### src/rtl/csa_nibble_serial_adder.sv
// Nibble-serial WIDTH-bit adder built around a single 4-bit carry-select block.
// One nibble is summed per clock, LSB nibble first. The inter-nibble carry is
// held in a register and drives the block's select input on the next cycle.

// 4-bit carry-select block: both carry cases are precomputed and sel picks one.
module carry_select_adder_4_block (
    input  logic [3:0] a,
    input  logic [3:0] b,
    input  logic       sel,
    output logic [3:0] sum_c,
    output logic       cout_c
);

    logic [4:0] sum0;
    logic [4:0] sum1;

    // Carry-in 0 and carry-in 1 results, selected by the incoming carry.
    always_comb begin
        sum0            = 5'({1'b0, a}) + 5'({1'b0, b});
        sum1            = sum0 + 5'd1;
        {cout_c, sum_c} = sel ? sum1 : sum0;
    end

endmodule

module csa_nibble_serial_adder #(
    parameter int unsigned WIDTH = 16
) (
    input  logic             clk,
    input  logic             rst_n,
    input  logic             start,
    input  logic [WIDTH-1:0] a,
    input  logic [WIDTH-1:0] b,
    input  logic             cin,
    output logic             busy,
    output logic             done,
    output logic [WIDTH-1:0] sum,
    output logic             cout
);

    localparam int unsigned NIB   = WIDTH / 4;
    localparam int unsigned IDX_W = (NIB > 1) ? $clog2(NIB) : 1;

    // Reject widths that cannot be split into whole nibbles.
    if (((WIDTH % 4) != 0) || (WIDTH < 4)) begin : g_bad_width
        $error("csa_nibble_serial_adder: WIDTH must be a multiple of 4 and >= 4");
    end

    typedef enum logic {
        IDLE = 1'b0,
        RUN  = 1'b1
    } state_t;

    state_t             state;
    logic [WIDTH-1:0]   a_sh;
    logic [WIDTH-1:0]   b_sh;
    logic [WIDTH-1:0]   partial;
    logic               carry_r;
    logic [IDX_W-1:0]   idx;

    logic [3:0]         blk_sum;
    logic               blk_cout;
    logic [IDX_W+1:0]   nib_base;
    logic [WIDTH-1:0]   result_c;
    logic               last_nib;

    carry_select_adder_4_block u_blk (
        .a      (a_sh[3:0]),
        .b      (b_sh[3:0]),
        .sel    (carry_r),
        .sum_c  (blk_sum),
        .cout_c (blk_cout)
    );

    // Partial result with the current nibble merged in; becomes sum on the last nibble.
    always_comb begin
        nib_base             = {idx, 2'b00};
        last_nib             = (idx == IDX_W'(NIB - 1));
        result_c             = partial;
        result_c[nib_base +: 4] = blk_sum;
    end

    // Control FSM and datapath registers; sum/cout update only on the done edge.
    always_ff @(posedge clk or negedge rst_n) begin
        if (!rst_n) begin
            state   <= IDLE;
            busy    <= 1'b0;
            done    <= 1'b0;
            sum     <= '0;
            cout    <= 1'b0;
            a_sh    <= '0;
            b_sh    <= '0;
            partial <= '0;
            carry_r <= 1'b0;
            idx     <= '0;
        end else begin
            done <= 1'b0;
            case (state)
                IDLE: begin
                    if (start) begin
                        a_sh    <= a;
                        b_sh    <= b;
                        carry_r <= cin;
                        idx     <= '0;
                        partial <= '0;
                        busy    <= 1'b1;
                        state   <= RUN;
                    end
                end
                RUN: begin
                    partial <= result_c;
                    carry_r <= blk_cout;
                    a_sh    <= a_sh >> 4;
                    b_sh    <= b_sh >> 4;
                    idx     <= idx + IDX_W'(1);
                    if (last_nib) begin
                        sum   <= result_c;
                        cout  <= blk_cout;
                        done  <= 1'b1;
                        busy  <= 1'b0;
                        state <= IDLE;
                    end
                end
                default: begin
                    busy  <= 1'b0;
                    state <= IDLE;
                end
            endcase
        end
    end

endmodule
### config.mk
export PLATFORM = sky130hd
export DESIGN_NAME = csa_nibble_serial_adder
export DESIGN_NICKNAME = d
export VERILOG_FILES = /design/src/rtl/csa_nibble_serial_adder.sv
export SDC_FILE = /design/constraint.sdc
export NUM_CORES = 1
export LEC_CHECK = 0
export CAP_MARGIN = 30
export CELL_PAD_IN_SITES_DETAIL_PLACEMENT = 0
export CELL_PAD_IN_SITES_GLOBAL_PLACEMENT = 2
export CORE_MARGIN = 2
export CORE_UTILIZATION = 34
export CTS_CLUSTER_DIAMETER = 60
export CTS_CLUSTER_SIZE = 14
export DETAILED_ROUTE_END_ITERATION = 10
export PLACE_DENSITY_LB_ADDON = 0.1
export SETUP_SLACK_MARGIN = 0.5
export SLEW_MARGIN = 5
export SYNTH_ARGS = -nofsm -noshare
export SYNTH_HDL_FRONTEND = slang
export SYNTH_SLANG_ARGS = --single-unit
### constraint.sdc
create_clock -name clk -period 2.7 [get_ports clk]
set_input_delay 0.675 -clock clk [delete_from_list [all_inputs] [get_ports clk]]
set_output_delay 0.675 -clock clk [all_outputs]
set_load 0.03 [all_outputs]
==> reports/metrics.yaml <==
route.detailed.drc: 0
ant_nets: 0
clock_sinks: 71
async_flop_share_pct: 100
synth_area_um2: 3470
synth.most_common_cell: "dfrtp_1"
coreArea_um2: 9860
dp_hpwl_um: 5280
ys_warn_count: 0
synthTopCellsByArea: "dfrtp_1 51%, mux2i_1 11%, nand2_1 7.6%"
dpl-instance-area_um2: 4200
htreeDepth: 3
ys_seq_area_share_pct: 51.1
avgViaCountPerCell: 4.87
switchingPower_w: 0.00204
rows: 36
cts_buffer_depth: 2
die_height_um: 105
synth_top_cell_area_share_pct: 51.1
crit_buf_inv: 0
relSlewSlack_pct: 59.6
die_x_um: 105
antenna_found_initial: 0
whs_ns: 0.354
num_antenna_cells: 0
post-route-period-util_pct: 85.3
grt_max_degree: 72
cp_common_cell: "ha_4"
synth_cells: 349
rsz0062_at_grt: "yes"
gr-total-overflow: 0
die-area_um2: 11000
numPortBuffers: 54
cts_buffers: 9
post_route_cells_drive_above_1_share_pct: 10.5
p_comb_share_pct: 48.1
min_path_type: "in2async"
drt_wl_total_um: 8250
root_buffer: "clkbuf_8"
drt_pass1_iterations: 4
synth_seq_cells: 71
globalplace.congestion: 0.709
grt_usage_pct: 16.1
setup_viol: 0
drtIter0Drc: 88
max_freq_ghz: 0.434
r2r_cells: 7
p_int_w: 0.00278
end_kind: "flop"
total_power_w: 0.00483
min_period_ns: 2.30
insertion_delay_ns: 0.34
cp_max_fo: 3
p_leak_nw: 2.04
worst_ir_drop_vdd_v: 0.000409
synthTopCellsByCount: "71 x dfrtp_1, 70 x nand2_1, 46 x o21ai_0"
wl_per_cell_um: 15.2
clk_pin_slew_ns: 0.07
critPathTopFamily: "adder cells"
design_area_um2: 4470
yosysTopAreaCell: "dfrtp_1"
worstPathRequired_ns: 2.94
ioPinCount: 55
synth_fp_nets: 397
slew_violations: 0
clockPowerShare_pct: 16.2
initial_core_util_pct: 35.2
p_sw_share_pct: 42.3
path_depth: 7
max-cap-violations: 0
fin_util_pct: 45.3
crit_chain: "ha_4 > fa_2 > ha_4 > nand2_4 > a311o_1 > or3_4 > a31o_1"
syn_area_per_cell_um2: 9.96
syn_to_final_growth_pct: 28.5
criticalPathCategory: "reg2reg"
synth_edf_count: 0
hold_viol_final: 0
status: "finished, final reports clean"
cp_data_arrival_time_ns: 2.54
grt_pass1_wl_um: 14000
cts_tree: "yes"
fin_nets: 454
pwr-share-seq_pct: 35.8
crit_slowest_cell: "fa_2"
ys.flop_type: "dfrtp_1"
grt_pass1_vias: 2650
tns_ns: 0
power.density_nw_per_um2: 1080
vias: 2650
start_kind: "flop"
worst_pin_slew_ns: 0.602
critPathMaxStageDelay_ns: 0.57
synth.distinct_cells: 41
skew_ns: 0.0126
==> power groups by stage <==
stage               Combinational, W  Sequential, W  Clock (W)
floorplan                    0.00124        0.00186          0
global route                 0.00255        0.00178   0.000875
global placement             0.00213        0.00173          0
CTS                          0.00220        0.00172   0.000820
detailed placement           0.00214        0.00174          0
finish                       0.00232        0.00173   0.000780
==> cell usage in the layout, fill, tap and decap left out, types with 3 or more instances in the layout <==
| cell | instances |
|---|---|
| dfrtp_1 | 70 |
| nand2_1 | 69 |
| clkdlybuf4s50_1 | 52 |
| o21ai_0 | 42 |
| mux2i_1 | 39 |
| nor2_1 | 13 |
| nand2b_1 | 11 |
| clkbuf_8 | 11 |
| buf_4 | 10 |
| ha_1 | 9 |
| inv_1 | 8 |
| a21oi_1 | 8 |
| nand3_1 | 5 |
| a22o_1 | 4 |
| o21ai_1 | 4 |
| nor2b_1 | 4 |
| o31ai_1 | 3 |
| a21o_1 | 3 |
==> worst register-to-register path: cells and delay by family, from the launching register on <==
family / cells / cell delay [ns]
flops: 1 / 0.42
compound gates: 2 / 0.51
fa+ha+maj: 3 / 0.91
simple gates: 2 / 0.37
==> state kept, by name, indices dropped and copies added (netlist names) <==
name	count
state	1
partial	16
idx	2
a_sh	16
busy	1
sum	16
cout	1
done	1
carry_r	1
b_sh	16
==> routing by layer <==
layer	global-route usage [%]	wire length [um]	vias up
li1	-	-	1319
met1	22.9	4110	1266
met2	24.7	3800	52
met3	4.24	250	13
met4	3.43	88	0
met5	0	0	-
==> logic make-up (layout without fill, tap and decap cells) <==
| logic type | after synthesis | in the layout | synth area share, % |
|---|---|---|---|
| buffers and inverters | 28 | 90 | 3.06 |
| flip-flops | 71 | 71 | 51.1 |
| adder cells (fa/ha/maj) | 12 | 12 | 4.54 |
| AND/OR/NAND/NOR | 116 | 116 | 15.1 |
| XOR/XNOR | 3 | 3 | 0.756 |
| AO/OA/AOI/OAI | 79 | 79 | 13.8 |
| multiplexers | 40 | 40 | 11.6 |
==> final cells by class <==
cell class	instances	area, um^2
clock buffers	13	159
clock inverters	3	17.5
fillers	965	5400
inverters	8	30.0
multi-input cells	250	1670
flip-flops and latches	71	1780
well taps	133	166
repair buffers	66	646
==> stage by stage <==
step | std cells | worst slack, ns
floorplan | 349 | 0.413
global placement | 525 | 0.341
CTS | 542 | 0.437
global route | 544 | 0.347
finish | 544 | 0.397
detailed placement | 525 | 0.315
==> what timing repair did <==
action / in CTS / in global routing
pin swaps: 2 / 1
gates resized for setup: 2 / 12
setup endpoints to repair: 18 / 21
setup buffers: 1 / 2
hold buffers: 0 / 0
==> path summary, 6_finish.rpt <==
path	start	to	slack, ns
max	a_sh[0]	carry_r	0.40
min	rst_n	a_sh[15]	0.35
max reg2reg	a_sh[0]	carry_r	0.40
min reg2reg	b_sh[6]	b_sh[2]	0.47
max in group asynchronous	rst_n	state	2.01
min in group clk	b_sh[6]	b_sh[2]	0.47
Note: power is estimated with default switching activity, not from simulation.
